**config.mk**
```make
export PLATFORM = sky130hd
export DESIGN_NAME = apb_slave_regfile
export DESIGN_NICKNAME = d
export VERILOG_FILES = /design/src/rtl/apb_pkg.sv /design/src/rtl/apb_regfile.sv /design/src/rtl/apb_slave_regfile.sv
export SDC_FILE = /design/constraint.sdc
export NUM_CORES = 1
export LEC_CHECK = 0
export CORE_AREA = 2 2 128 130
export CTS_BUF_LIST = sky130_fd_sc_hd__clkbuf_8
export CTS_CLUSTER_SIZE = 16
export DETAILED_ROUTE_END_ITERATION = 16
export DIE_AREA = 0 0 130 132
export PLACE_DENSITY = 0.68
export SYNTH_ARGS = -nofsm -noshare
export SYNTH_HDL_FRONTEND = slang
export SYNTH_SLANG_ARGS = --single-unit
```
**constraint.sdc**
```tcl
create_clock -name CLK -period 3.2 [get_ports CLK]
set_clock_uncertainty 0.15 [all_clocks]
set_input_delay 0.64 -clock CLK [delete_from_list [all_inputs] [get_ports CLK]]
set_output_delay 0.64 -clock CLK [all_outputs]
set_load 0.03 [all_outputs]
```
**src/rtl/apb_pkg.sv**
```systemverilog
// rtl/apb_pkg.sv - shared types and widths for the APB register-file completer
// Widths, the FSM state encoding and the data typedef used by the completer and its register array.
package apb_pkg;

  localparam int APB_DW = 8;
  localparam int APB_AW = 9;

  typedef logic [APB_DW-1:0] apb_data_t;

  typedef enum logic [1:0] {
    IDLE   = 2'b00,
    SETUP  = 2'b01,
    ACCESS = 2'b10
  } apb_state_e;

endpackage

```
**src/rtl/apb_regfile.sv**
```systemverilog
// rtl/apb_regfile.sv - DEPTH x 8 flop register array, one write port, one combinational read port
// Addresses at or beyond DEPTH are masked here as well, so an out-of-range index never selects a flop.
module apb_regfile
  import apb_pkg::*;
#(
  parameter int        DEPTH   = 16,
  parameter apb_data_t RST_VAL = 8'h00
) (
  input  logic      clk,
  input  logic      rst_n,
  input  logic      we,
  input  logic [7:0] waddr,
  input  apb_data_t wdata,
  input  logic [7:0] raddr,
  output apb_data_t rdata
);

  localparam int IW = (DEPTH > 1) ? $clog2(DEPTH) : 1;

  apb_data_t regs [0:DEPTH-1];

  logic waddr_ok;
  logic raddr_ok;

  assign waddr_ok = ({1'b0, waddr} < APB_AW'(DEPTH));
  assign raddr_ok = ({1'b0, raddr} < APB_AW'(DEPTH));

  always_ff @(posedge clk) begin
    if (!rst_n) begin
      for (int i = 0; i < DEPTH; i++) begin
        regs[i] <= RST_VAL;
      end
    end else if (we && waddr_ok) begin
      regs[waddr[IW-1:0]] <= wdata;
    end
  end

  always_comb begin
    rdata = '0;
    if (raddr_ok) begin
      rdata = regs[raddr[IW-1:0]];
    end
  end

endmodule

```
**src/rtl/apb_slave_regfile.sv**
```systemverilog
// rtl/apb_slave_regfile.sv - APB completer with optional wait states in front of a flop register file
// Outputs are decoded only from registered state, so PADDR/PWDATA never reach PREADY/PRDATA/PSLVERR.
module apb_slave_regfile
  import apb_pkg::*;
#(
  parameter int        DEPTH       = 16,
  parameter int        WAIT_STATES = 0,
  parameter apb_data_t RST_VAL     = 8'h00
) (
  input  logic       CLK,
  input  logic       RST_N,
  input  logic       PSEL,
  input  logic       PEN,
  input  logic       PWRITE,
  input  logic [7:0] PADDR,
  input  apb_data_t  PWDATA,
  output logic       PREADY,
  output apb_data_t  PRDATA,
  output logic       PSLVERR
);

  apb_state_e state, state_d;
  logic [3:0] cnt, cnt_d;
  logic       latch;

  logic [7:0] addr_q;
  logic       wr_q;
  apb_data_t  wdata_q;

  logic       ready;
  logic       err;
  logic       we;
  apb_data_t  rdata;

  always_ff @(posedge CLK) begin
    if (!RST_N) begin
      state   <= IDLE;
      cnt     <= '0;
      addr_q  <= '0;
      wr_q    <= 1'b0;
      wdata_q <= '0;
    end else begin
      state <= state_d;
      cnt   <= cnt_d;
      if (latch) begin
        addr_q  <= PADDR;
        wr_q    <= PWRITE;
        wdata_q <= PWDATA;
      end
    end
  end

  always_comb begin
    state_d = state;
    cnt_d   = cnt;
    latch   = 1'b0;
    unique case (state)
      IDLE: begin
        if (PSEL && !PEN) begin
          state_d = SETUP;
          latch   = 1'b1;
        end
      end
      SETUP: begin
        if (!PSEL) begin
          state_d = IDLE;
        end else if (PEN) begin
          state_d = ACCESS;
          cnt_d   = 4'(WAIT_STATES);
        end else begin
          latch = 1'b1;
        end
      end
      ACCESS: begin
        if (cnt != 4'd0) begin
          // Dropping PSEL while still waiting abandons the transfer before any write
          if (!PSEL) begin
            state_d = IDLE;
          end else begin
            cnt_d = cnt - 4'd1;
          end
        end else if (PSEL && !PEN) begin
          state_d = SETUP;
          latch   = 1'b1;
        end else begin
          state_d = IDLE;
        end
      end
      default: state_d = IDLE;
    endcase
  end

  // Nine-bit compare keeps DEPTH=256 from ever flagging an error
  assign err   = ({1'b0, addr_q} >= APB_AW'(DEPTH));
  assign ready = (state == ACCESS) && (cnt == 4'd0);
  assign we    = ready && wr_q && !err;

  apb_regfile #(
    .DEPTH  (DEPTH),
    .RST_VAL(RST_VAL)
  ) u_regfile (
    .clk  (CLK),
    .rst_n(RST_N),
    .we   (we),
    .waddr(addr_q),
    .wdata(wdata_q),
    .raddr(addr_q),
    .rdata(rdata)
  );

  assign PREADY  = ready;
  assign PSLVERR = ready && err;
  assign PRDATA  = (ready && !wr_q && !err) ? rdata : '0;

endmodule

```
# Word-level counts from Yosys, hierarchy flattened
# Memory sizes are Yosys's and may differ from the RTL's. A register that Yosys moved wholly into a read port is not among the register bits.
# Index checks and enable logic that the tools add are counted.
dict set report totals {
  reg_bits 23
  ramBits 128
  mem_count 1
}
# memory depth word_bits rd rd_ports_with_merged_regs wr line
set memory_table {}
lappend memory_table {u_regfile.regs 16 8 1 1 16 apb_regfile.sv:20} ;# apb_data_t regs [0:DEPTH-1];
dict set report op_classes {
  n_addsub 1
  n_lt_le_gt_ge 2
  eq_ne 9
  muxes 28
  reduce_logical 18
}
# cell count
set ops {}
lappend ops {{4-bit 2-to-1 mux} 7}
lappend ops {{8-bit 2-to-1 mux} 3}
lappend ops {{1-bit 2-to-1 mux} 10}
lappend ops {{2-bit 2-to-1 mux} 5}
lappend ops {{2-bit != test, second input constant} 5}
lappend ops {{8-bit by 5-bit greater-or-equal comparator with 1-bit output, second input constant} 1}
lappend ops {{1-bit logical AND} 8}
lappend ops {{8-bit by 5-bit less-than comparator with 1-bit output, second input constant} 1}
lappend ops {{4-bit one-hot mux with 2 select lines} 1}
lappend ops {{8-bit OR reduction} 1}
lappend ops {{3-bit != test, second input constant} 2}
lappend ops {{2-bit one-hot mux with 3 select lines} 1}
lappend ops {{5-bit AND reduction} 1}
lappend ops {{4-bit logical NOT} 1}
lappend ops {{4-bit nonzero test} 1}
lappend ops {{4-bit by 1-bit subtractor with 4-bit output, second input constant} 1}
lappend ops {{1-bit logical NOT} 3}
lappend ops {{1-bit one-hot mux with 3 select lines} 1}
lappend ops {{3-bit AND reduction} 1}
lappend ops {{2-bit by 1-bit equality test with 1-bit output, second input constant} 1}
lappend ops {{2-bit equality test, second input constant} 1}
lappend ops {{2-bit logical NOT} 1}
lappend ops {{2-bit nonzero test} 1}

# Logic depth before layout (Yosys ltp)
# Gate-level depths: netlist of the first run.
dict set report logic_depth {
  word_depth 10
  ltp_mapped 7
  ltp_nobuf 6
}

# By module
# Synthesis of the first run repeated with hierarchy kept, for this count alone.
dict set report unflattened {
  cells_unflattened 591
  area_unflattened_um2 7704.9
}
# mod instances cells_each area_each_um2 seq_area_each_um2
set modules_own_cells {}
lappend modules_own_cells {apb_regfile 1 402 6008.3 3843.7}
lappend modules_own_cells {apb_slave_regfile 1 189 1696.6 460.4}

# Worst setup path after synthesis of the first run
# No wires, ideal clock.
dict set report synth_timing {
  path_kind {register to output}
  startpoint {reg cnt[0]}
  endpoint {out PRDATA[6]}
  t_arrival_ps 2048
  required_ps 2410
  setup_slack_ps 362
  path_stages_with_launch 8
  path_buffers 1
  cell_sequence {dfxtp_1 inv_1 ha_1 or3b_1 nor4b_1 nand2b_1 clkbuf_1 o22ai_1}
}
dict set report synth_via {
  elab_chain_len 5
}
# item line
set synth_rtl {}
lappend synth_rtl {{start, declared} apb_slave_regfile.sv:23} ;# logic [3:0] cnt, cnt_d;
lappend synth_rtl {{start signal, assigned} apb_slave_regfile.sv:44} ;# cnt <= cnt_d;
lappend synth_rtl {{4-bit logical NOT} apb_slave_regfile.sv:95} ;# assign ready = (state == ACCESS) && (cnt == 4'd0);
lappend synth_rtl {{1-bit logical AND} apb_slave_regfile.sv:95}
lappend synth_rtl {{1-bit logical AND (2 in series)} apb_slave_regfile.sv:113} ;# assign PRDATA = (ready && !wr_q && !err) ? rdata : '0;
lappend synth_rtl {{8-bit 2-to-1 mux} apb_slave_regfile.sv:113}
lappend synth_rtl {{end, declared} apb_slave_regfile.sv:18} ;# output apb_data_t PRDATA,
# No other way between the ends.

# Worst setup path after layout of the first run
dict set report layout_timing {
  startpoint {reg cnt[1]}
  endpoint {out PRDATA[2]}
}
# Same word-level chain as after synthesis.

==> summary.md, run 1 <==
| Metric | Value |
|---|---|
| Placer Congestion | `roughly 0.78` |
| Kind of critical path | `reg2out` |
| Fmax | `between 300 and 400 MHz` |
| Post-Place Setup Slack | `about 0.21 ns` |
| Buf+Inv Stages, Crit Path | `3` |
| Max cap viols | `0` |
| Initial antenna violation count | `0` |
| Final wirelength | `between 15 and 20 mm` |
| GRT Util Overall | `18.4%` |
| Most common cell after layout, fill and taps aside | `and2_1` |
| Worst path slowest cell | `or3b_4` |
| HP Class | `reg2reg` |
| Gr ovfl total | `0` |
| ANT cells | `0` |
| CTS Buf Count | `17` |
| Detail Placement HPWL | `about 10 mm` |
| Syn Nets | `522` |
| Fin Setup TNS | `0 ns` |
| Yosys reg bits | `~160` |
| DRT Pass-1 Iters | `5` |
| Crit path cell chain | `inv_2, ha_4, or3b_4, nor4b_2, buf_4, nand2_8, o22ai_2, buf_6` |
| Cell Area, Synth | `about 0.0070 mm²` |
| Final hold violations | `0` |
| Setup crit start kind | `flop` |
| Mapped Cells | `between 400 and 500` |
| Core area | `0.0157 mm²` |
| Most frequent cells in the layout | `131 x and2_1, 128 x edfxtp_1, 32 x mux4_2, 24 x dfxtp_1, 24 x clkbuf_8` |
| Setup ws final | `approximately 0.094 ns` |
| Final period utilization | `a little over nine tenths` |
| Initial Util | `around 45%` |
| Pwr dens | `496 mW/mm²` |
| Async SR Flop Fraction | `0%` |
| Final setup fails | `0` |
| Fin nets | `between 500 and 600` |
| Vias in the first global route | `4,129` |
| Area growth syn-to-layout | `16.3%` |
| Via/cell ratio | `approximately 5.4` |
| Detailed Route Iter0 Violations | `around 360` |
| Synth unique cells | `39` |
| Critical Path AT | `approximately 2.3 ns` |
| Hold_buf cts | `0` |
| Synth Warn # | `0` |
| Post-layout minimum cycle time | `between 3 and 4 ns` |
| Non-filler instance count after layout | `between 700 and 800` |
| DP Cell Count | `roughly 740` |
| TritonCTS clock tree | `built` |
| Slew at the pin closest to its max-slew limit | `between 0.7 and 0.8 ns` |
| Root buffer cell | `clkbuf_8` |
| H-tree levels | `4` |
| Maximum clock insertion buffer count | `2` |
| Number of synthesized flops with an enable pin | `~130` |
| I/O Pins | `31` |
| CTS Sinks | `155` |
| DRC | `0` |
| Util after Layout | `52.0%` |
| RSZ-0062 raised after global routing | `false` |
| Worst-path clk slew | `around 0.080 ns` |
| Count of pins over their slew limit | `0` |
| Height of the chip | `roughly 130 µm` |
| Syn avg cell area | `14.1 µm²` |
| Die Wd | `approximately 130 µm` |
| Sequential share of the synthesized area | `~62%` |
| Critical Path Sink Type | `output pin` |
| Primary FF master, synth | `edfxtp_1` |
| Status | `finished clean` |
| Crit path max-delay family | `simple AND/OR/NAND/NOR gates` |
| Share of layout cells above drive strength 1 | `about 22%` |
| Row cnt | `46` |
| Die ar. | `0.0172 mm²` |
| Worst rel slew slack | `between 50% and 60%` |
| Final ANT Viol Nets | `0` |
| CP Max Fanout | `8` |
| Critical path required time | `around 2.4 ns` |
| Clk_lat worst skew | `between 0.4 and 0.5 ns` |
| Largest net degree at the start of global routing | `39` |
| Worst vdd ir | `0.258 mV` |
| Crit path largest cell delay | `about 0.4 ns` |
| Leakage Power | `between 2 and 3 nW` |
| Via Count | `about 4.1k` |
| PortBufs | `30` |
| WL/cell | `just under 20 µm` |
| First-pass GRT wire length | `around 23 mm` |
-- layer usage --
metal / track usage (%) / wire length [µm] / share of wire [%] / up-vias
met3: 3.98 / 761 / 5.1 / 24
li1: - / - / - / 1920
met4: 6.27 / 300 / 2.0 / 0
met2: 28.2 / 7010 / 47 / 120
met1: 26.1 / 6950 / 46 / 2069
met5: 0 / 0 / 0 / -
-- final timing paths --
kind	startpoint	to	depth (start not counted)	slack (ns)
max	cnt[1]$_SDFFE_PN0P_	PRDATA[2]	8	0.09
min	addr_q[5]$_SDFFE_PN0N_	addr_q[5]$_SDFFE_PN0N_	2	0.35
max reg2reg	cnt[1]$_SDFFE_PN0P_	u_regfile.regs[15][3]$_SDFFCE_PN0P_	6	0.55
min reg2reg	addr_q[5]$_SDFFE_PN0N_	addr_q[5]$_SDFFE_PN0N_	2	0.35
-- synthesized netlist by cell type, drive strengths merged, types with 4 or more instances --
cell	count	area, µm²
inv	4	15.0
edfxtp	128	3840
nand4	4	31.3
dfxtp	27	541
nor3	11	100
nand3	17	85.1
and2	131	820
mux4	32	721
nand2b	14	87.6
o21ai	24	120
nand2	21	78.8
nor2	9	33.8
o22ai	8	50.1
mux2i	16	160
buf	8	37.5
clkbuf	20	75.1
-- logic make-up after synthesis --
group / count (synthesis) / synth area share (%)
and+or+nand+nor: 222 / 19.5
DFF: 155 / 62.5
muxes: 48 / 12.6
AOI/OAI and AO/OA: 39 / 3.21
buffers and inverters: 32 / 1.82
adders and majority gates: 2 / 0.357
xor gates and xnor gates: 1 / 0.125
-- area by class of cell --
class / count / area [µm²]
Fill cell: 1316 / 7550
Sequential cell: 155 / 4390
Multi-Input combinational cell: 312 / 2600
Timing Repair Buffer: 52 / 475
Clock buffer: 24 / 330
Tap cell: 216 / 270
Clock inverter: 8 / 90.1
Inverter: 4 / 15.0
-- flip-flops by register name (all words and copies together), names as in the netlist, named ones only --
name            count
u_regfile.regs    128
wdata_q             8
addr_q              8
cnt                 4
wr_q                1
state               2
-- power breakdown --
group | switching [W] | total [W] | internal, W
Combinational | 0.000133 | 0.000246 | 0.000113
Sequential | 0.0000547 | 0.00230 | 0.00224
Clock | 0.000679 | 0.00151 | 0.000830
Total | 0.000867 | 0.00405 | 0.00319
-- worst register-to-register path: stages (launching register included) --
cell,delay [ns]
dfxtp_2,0.34
inv_2,0.08
ha_4,0.13
nor3b_1,0.43
nand4_2,0.41
nor3_2,0.29
nand2b_1,0.46
-- through the flow --
stage	total power, W	area, µm²	hold slack [ns]
final	0.00405	8170	0.351
after global routing	0.00419	8170	0.381
after CTS	0.00407	8090	0.358
after detailed placement	0.00258	7620	0.348
after global placement	0.00257	7620	0.325
after floorplan	0.00247	7020	0.312
-- what timing repair did --
item                                    4_1_cts  5_1_grt
gates cloned                                  0        0
endpoints found under the setup margin        9        9
pin swaps                                     1        0
endpoints found under the hold margin         0        0
gates resized for setup                      11       15
buffers inserted                              0        1
No activity file was read; power rests on OpenSTA's default activity.
==> inputs of run 2 (changes only) <==
- PLACE_DENSITY: 0.68 -> default
- PLACE_DENSITY_LB_ADDON: default -> 0.2
==> summary.md, run 2 (synthesis results as in run 1) <==
| Metric | Value |
|---|---|
| Placement Cell Area | `about 0.0076 mm²` |
| Leakage Power | `around 2.8 nW` |
| Via Count | `a little over 4k` |
| Reg2reg end | `u_regfile.regs[9][1]$_SDFFCE_PN0P_` |
| Final period utilization | `a little over nine tenths` |
| Root buffer cell | `clkbuf_8` |
| Worst vdd ir | `approximately 0.27 mV` |
| DRC | `0` |
| Via/cell ratio | `approximately 5.3` |
| Core area | `roughly 0.016 mm²` |
| Setup crit start kind | `flop` |
| Most frequent cells in the layout | `131 x and2_1, 128 x edfxtp_1, 32 x mux4_2, 27 x buf_4, 24 x dfxtp_1` |
| ANT cells | `0` |
| Post-layout minimum cycle time | `about 3.1 ns` |
| H-tree levels | `4` |
| Crit path cell chain | `inv_2, ha_4, or3b_4, nor4b_4, buf_6, nand2_8, o22ai_2, buf_6` |
| Gr ovfl total | `0` |
| Worst Hold Depth | `2` |
| RSZ-0062 raised after global routing | `true` |
| WL/cell | `19.2 µm` |
| Share of layout cells above drive strength 1 | `between 20% and 30%` |
| Initial Util | `between 40% and 50%` |
| Die Wd | `between 100 and 150 µm` |
| Max cap viols | `0` |
| Final setup fails | `0` |
| Reg2reg path depth | `6` |
| Worst path slowest cell | `or3b_4` |
| Critical path required time | `between 2 and 2.5 ns` |
| Kind of critical path | `reg2out` |
| I/O Pins | `31` |
| Cell count along the critical path | `8` |
| Area growth syn-to-layout | `17.1%` |
| Die ar. | `0.0172 mm²` |
| CTS Buf Count | `17` |
| Detail Placement HPWL | `between 9 and 10 mm` |
| Status | `finished clean` |
| TritonCTS clock tree | `built` |
| Max reg flops | `128` |
| CP Max Fanout | `8` |
| First-pass GRT wire length | `~23 mm` |
| Worst rel slew slack | `52.5%` |
| Most common cell after layout, fill and taps aside | `and2_1` |
| Most flop-heavy register | `u_regfile.regs` |
| Fin Setup TNS | `0 ns` |
| PortBufs | `30` |
| Final instance area | `0.00822 mm²` |
| HP Class | `reg2reg` |
| Crit-path most repeated cell | `buf_6` |
| Detailed Route Iter0 Violations | `between 300 and 400` |
| Count of pins over their slew limit | `0` |
| Pwr dens | `487 mW/mm²` |
| Largest net degree at the start of global routing | `34` |
| Hold Path End | `addr_q[4]$_SDFFE_PN0N_` |
| Fmax | `320 MHz` |
| Placer Congestion | `0.805` |
| Vias in the first global route | `just over 4k` |
| Hold_buf cts | `0` |
| GRT Util Overall | `18.6%` |
| Buf+Inv Stages, Crit Path | `3` |
| DRT Pass-1 Iters | `4` |
| FF-to-FF Start | `cnt[1]$_SDFFE_PN0P_` |
| Final hold violations | `0` |
| DP Cell Count | `740` |
| Initial antenna violation count | `0` |
| Crit path largest cell delay | `0.39 ns` |
| Largest regs | `u_regfile.regs: 128 flops, addr_q: 8 flops, wdata_q: 8 flops` |
| Final ANT Viol Nets | `0` |
| Height of the chip | `between 100 and 150 µm` |
| Hold path start | `addr_q[4]$_SDFFE_PN0N_` |
| Critical Path AT | `around 2.3 ns` |
| CTS Sinks | `~160` |
| Row cnt | `46` |
| Non-filler instance count after layout | `approximately 780` |
| Clk_lat worst skew | `about 0.45 ns` |
| Flop2flop setup slack | `~0.67 ns` |
| Maximum clock insertion buffer count | `2` |
| Crit path max-delay family | `simple AND/OR/NAND/NOR gates` |
| Worst hold slack | `roughly 0.34 ns` |
| Slew at the pin closest to its max-slew limit | `approximately 0.71 ns` |
| Worst-path clk slew | `0.07 ns` |
| Critical Path Sink Type | `output pin` |
| Final wirelength | `14.9 mm` |
| Fin nets | `around 570` |
-- run 2: final cells by class --
| cell class | count | area [µm²] |
|---|---|---|
| fill | 1299 | 7490 |
| sequential | 155 | 4390 |
| multi-input combinational | 312 | 2630 |
| timing repair buffer | 58 | 531 |
| tap | 216 | 270 |
| clock buffer | 17 | 234 |
| clock inverter | 15 | 156 |
| inverter | 4 | 15.0 |
-- run 2: how the worst max path moves through the flow --
stage                              from         to  slack [ns]
global route        cnt[1]$_SDFFE_PN0P_  PRDATA[7]       -0.04
finish              cnt[1]$_SDFFE_PN0P_  PRDATA[7]        0.08
CTS                 cnt[1]$_SDFFE_PN0P_  PRDATA[1]       -0.01
floorplan           cnt[0]$_SDFFE_PN0P_  PRDATA[6]        0.36
global placement    cnt[0]$_SDFFE_PN0P_  PRDATA[0]        0.40
detailed placement  cnt[0]$_SDFFE_PN0P_  PRDATA[2]        0.23
-- run 2: metrics by stage --
step,util (%),total power [W],setup slack [ns]
5_1_grt,52.3,0.00415,-0.0409
4_1_cts,51.3,0.00404,-0.0101
2_1_floorplan,-,0.00247,0.362
3_3_place_gp,48.6,0.00258,0.401
6_report,52.3,0.00400,0.0773
3_5_place_dp,48.6,0.00258,0.227
-- run 2: where the power goes --
group          leakage [nW]  total (W)  switching [W]  internal (W)
Combinational          1.12   0.000253       0.000136      0.000117
Sequential             1.54    0.00230      0.0000529       0.00224
Clock                 0.187    0.00145       0.000699      0.000753
-- run 2: layer usage --
| layer | global-route usage [%] | vias up | share of wire, % |
|---|---|---|---|
| li1 | - | 1932 | - |
| met1 | 26.1 | 2064 | 48 |
| met2 | 27.8 | 90 | 46 |
| met3 | 4.10 | 21 | 3.5 |
| met4 | 7.95 | 0 | 2.6 |
| met5 | 0 | - | 0 |
-- run 2: repair_timing --
action	CTS	global route
pin swaps	1	4
buffers inserted	0	5
gates resized for setup	9	24
endpoints found under the setup margin	9	9
-- run 2: worst min-delay path: cells and delay by family, from the launching register on --
kind             cells  cell delay, ns
AO/OA/AOI/OAI        1            0.05
flip-flops           1            0.34
AND/OR/NAND/NOR      1            0.06
==> inputs of run 3 (changes only) <==
- clock period: 3.2 -> 3.5 ns (I/O delays scaled with it)
==> summary.md, run 3 (synthesis results as in run 1) <==
| Metric | Value |
|---|---|
| Placer Congestion | `approximately 0.81` |
| Share of layout cells above drive strength 1 | `19.6%` |
| Count of pins over their slew limit | `0` |
| CP Max Fanout | `8` |
| Crit path largest cell delay | `about 0.42 ns` |
| Fin Setup TNS | `0 ns` |
| GRT Util Overall | `approximately a fifth` |
| Die ar. | `0.0172 mm²` |
| Leakage Power | `roughly 2.8 nW` |
| Core area | `between 0.015 and 0.02 mm²` |
| CTS Buf Count | `17` |
| Crit-path most repeated cell | `buf_4` |
| Final setup fails | `0` |
| Setup crit start kind | `flop` |
| PortBufs | `30` |
| TritonCTS clock tree | `built` |
| Final wirelength | `between 10 and 15 mm` |
| Clk_lat worst skew | `around 0.45 ns` |
| Clock group share of total power | `between 30% and 40%` |
| Fmax | `299 MHz` |
| Switching power | `just under 0.0008 W` |
| Worst rel slew slack | `51.5%` |
| Final period utilization | `between 90 and 100%` |
| Area growth syn-to-layout | `14.9%` |
| Initial Util | `between 40 and 50%` |
| Internal power | `0.00293 W` |
| Max reg flops | `128` |
| Postcts setup bufs | `0` |
| Fin nets | `between 500 and 600` |
| Vias in the first global route | `roughly 4.2k` |
| HP Class | `reg2reg` |
| Via/cell ratio | `5.25` |
| DRC | `0` |
| Buf+Inv Stages, Crit Path | `4` |
| Detailed Route Iter0 Violations | `around 360` |
| Sequential power share | `56.6%` |
| ANT cells | `0` |
| H-tree levels | `4` |
| Critical Path AT | `between 2 and 2.5 ns` |
| DP Cell Count | `about 740` |
| Worst vdd ir | `around 0.21 mV` |
| Via Count | `4,061` |
| Crit path cell chain | `inv_1, ha_1, or3b_4, nor4b_2, buf_4, nand2_1, buf_4, o22ai_1, buf_4` |
| Detail Placement HPWL | `between 10 and 15 mm` |
| Gr ovfl total | `0` |
| Status | `finished clean` |
| Worst-path clk slew | `~0.080 ns` |
| Worst path slowest cell | `or3b_4` |
| Most common cell after layout, fill and taps aside | `and2_1` |
| Final ANT Viol Nets | `0` |
| DRT Pass-1 Iters | `4` |
| Fillcell total | `between 1k and 1.5k` |
| Non-filler instance count after layout | `773` |
| Height of the chip | `132 µm` |
| Initial antenna violation count | `0` |
| Sw Share | `a little over a fifth` |
| I/O Pins | `31` |
| RSZ-0062 raised after global routing | `false` |
| Largest net degree at the start of global routing | `33` |
| Maximum clock insertion buffer count | `2` |
| Kind of critical path | `reg2out` |
| Pwr dens | `roughly 460 mW/mm²` |
| Reg area | `approximately 0.0044 mm²` |
| Critical path required time | `about 2.7 ns` |
| Slew at the pin closest to its max-slew limit | `~0.73 ns` |
| Post-layout minimum cycle time | `between 3 and 4 ns` |
| Crit path max-delay family | `simple AND/OR/NAND/NOR gates` |
| Most flop-heavy register | `u_regfile.regs` |
| Most frequent cells in the layout | `131 x and2_1, 128 x edfxtp_1, 32 x mux4_2, 31 x buf_4, 26 x dfxtp_1` |
| Row cnt | `46` |
| Area of the multi-input gates | `about 0.0025 mm²` |
| Comb pwr share | `around 5.9%` |
| Max cap viols | `0` |
| CTS Sinks | `155` |
| Worst hold slack | `about 0.34 ns` |
| WL/cell | `19.4 µm` |
| Largest regs | `u_regfile.regs: 128 flops, addr_q: 8 flops, wdata_q: 8 flops` |
| Die Wd | `around 130 µm` |
| First-pass GRT wire length | `23.7 mm` |
| Final hold violations | `0` |
| Critical Path Sink Type | `output pin` |
| Root buffer cell | `clkbuf_8` |
run 3: cell types whose count changed in the layout (fill, tap and decap cells not counted), sizes merged:
cell / before / now
dlymetal6s2s: 1 / 0
buf: 37 / 33
clkinv: 8 / 6
bufinv: 3 / 4
clkbuf: 17 / 18
clkdlybuf4s50: 20 / 21
clkinvlp: 4 / 0
inv: 4 / 8
run 3: tightest hold or removal path: stages, from the launching register on:
cell     delay [ns]
dfxtp_1        0.34
nand2_1        0.07
o21ai_1        0.05
run 3: cell type report:
class                      instances  share of cell area [%]
sequential                       155                    54.4
multi-input combinational        312                    31.2
timing repair buffer              54                    5.80
tap                              216                    3.35
clock buffer                      18                    3.07
clock inverter                    14                    2.02
inverter                           4                   0.186
run 3: metrics by stage:
stage                     area, µm²  worst slack (ns)  power [W]  utilization, %
after global routing           8060           0.00555    0.00385            51.3
after detailed placement       7640             0.520    0.00237            48.7
final                          8060             0.159    0.00372            51.3
after floorplan                7020             0.602    0.00226               -
after CTS                      8060            0.0217    0.00375            51.3
after global placement         7640             0.612    0.00236            48.7
run 3: what timing repair did:
item,4_1_cts,5_1_grt
gates resized for setup,0,2
hold endpoints to repair,0,0
hold buffers,0,0
endpoints found under the setup margin,0,8
run 3: power by group through the flow:
stage | clock network (W) | logic, W | registers, W
detailed placement | 0 | 0.000220 | 0.00215
floorplan | 0 | 0.000149 | 0.00211
CTS | 0.00143 | 0.000221 | 0.00210
finish | 0.00140 | 0.000218 | 0.00210
global route | 0.00150 | 0.000235 | 0.00211
global placement | 0 | 0.000219 | 0.00214
run 3: path summary, 6_finish.rpt:
| kind | from | endpoint | slack, ns | depth (start not counted) |
|---|---|---|---|---|
| worst max-delay path | cnt[0]$_SDFFE_PN0P_ | PRDATA[5] | 0.16 | 9 |
| worst min-delay path | addr_q[4]$_SDFFE_PN0N_ | addr_q[4]$_SDFFE_PN0N_ | 0.34 | 2 |
| worst max register to register | cnt[0]$_SDFFE_PN0P_ | u_regfile.regs[11][6]$_SDFFCE_PN0P_ | 0.64 | 7 |
| worst min register to register | addr_q[4]$_SDFFE_PN0N_ | addr_q[4]$_SDFFE_PN0N_ | 0.34 | 2 |
run 3: per-layer routing:
layer	up-vias	GRT usage (%)	share of wire (%)	routed length, µm
met1	2001	26.1	46	6920
met5	-	0	0	0
met3	27	3.77	4.2	632
li1	1922	-	-	-
met4	0	8.30	3.4	511
met2	111	28.6	46	6900
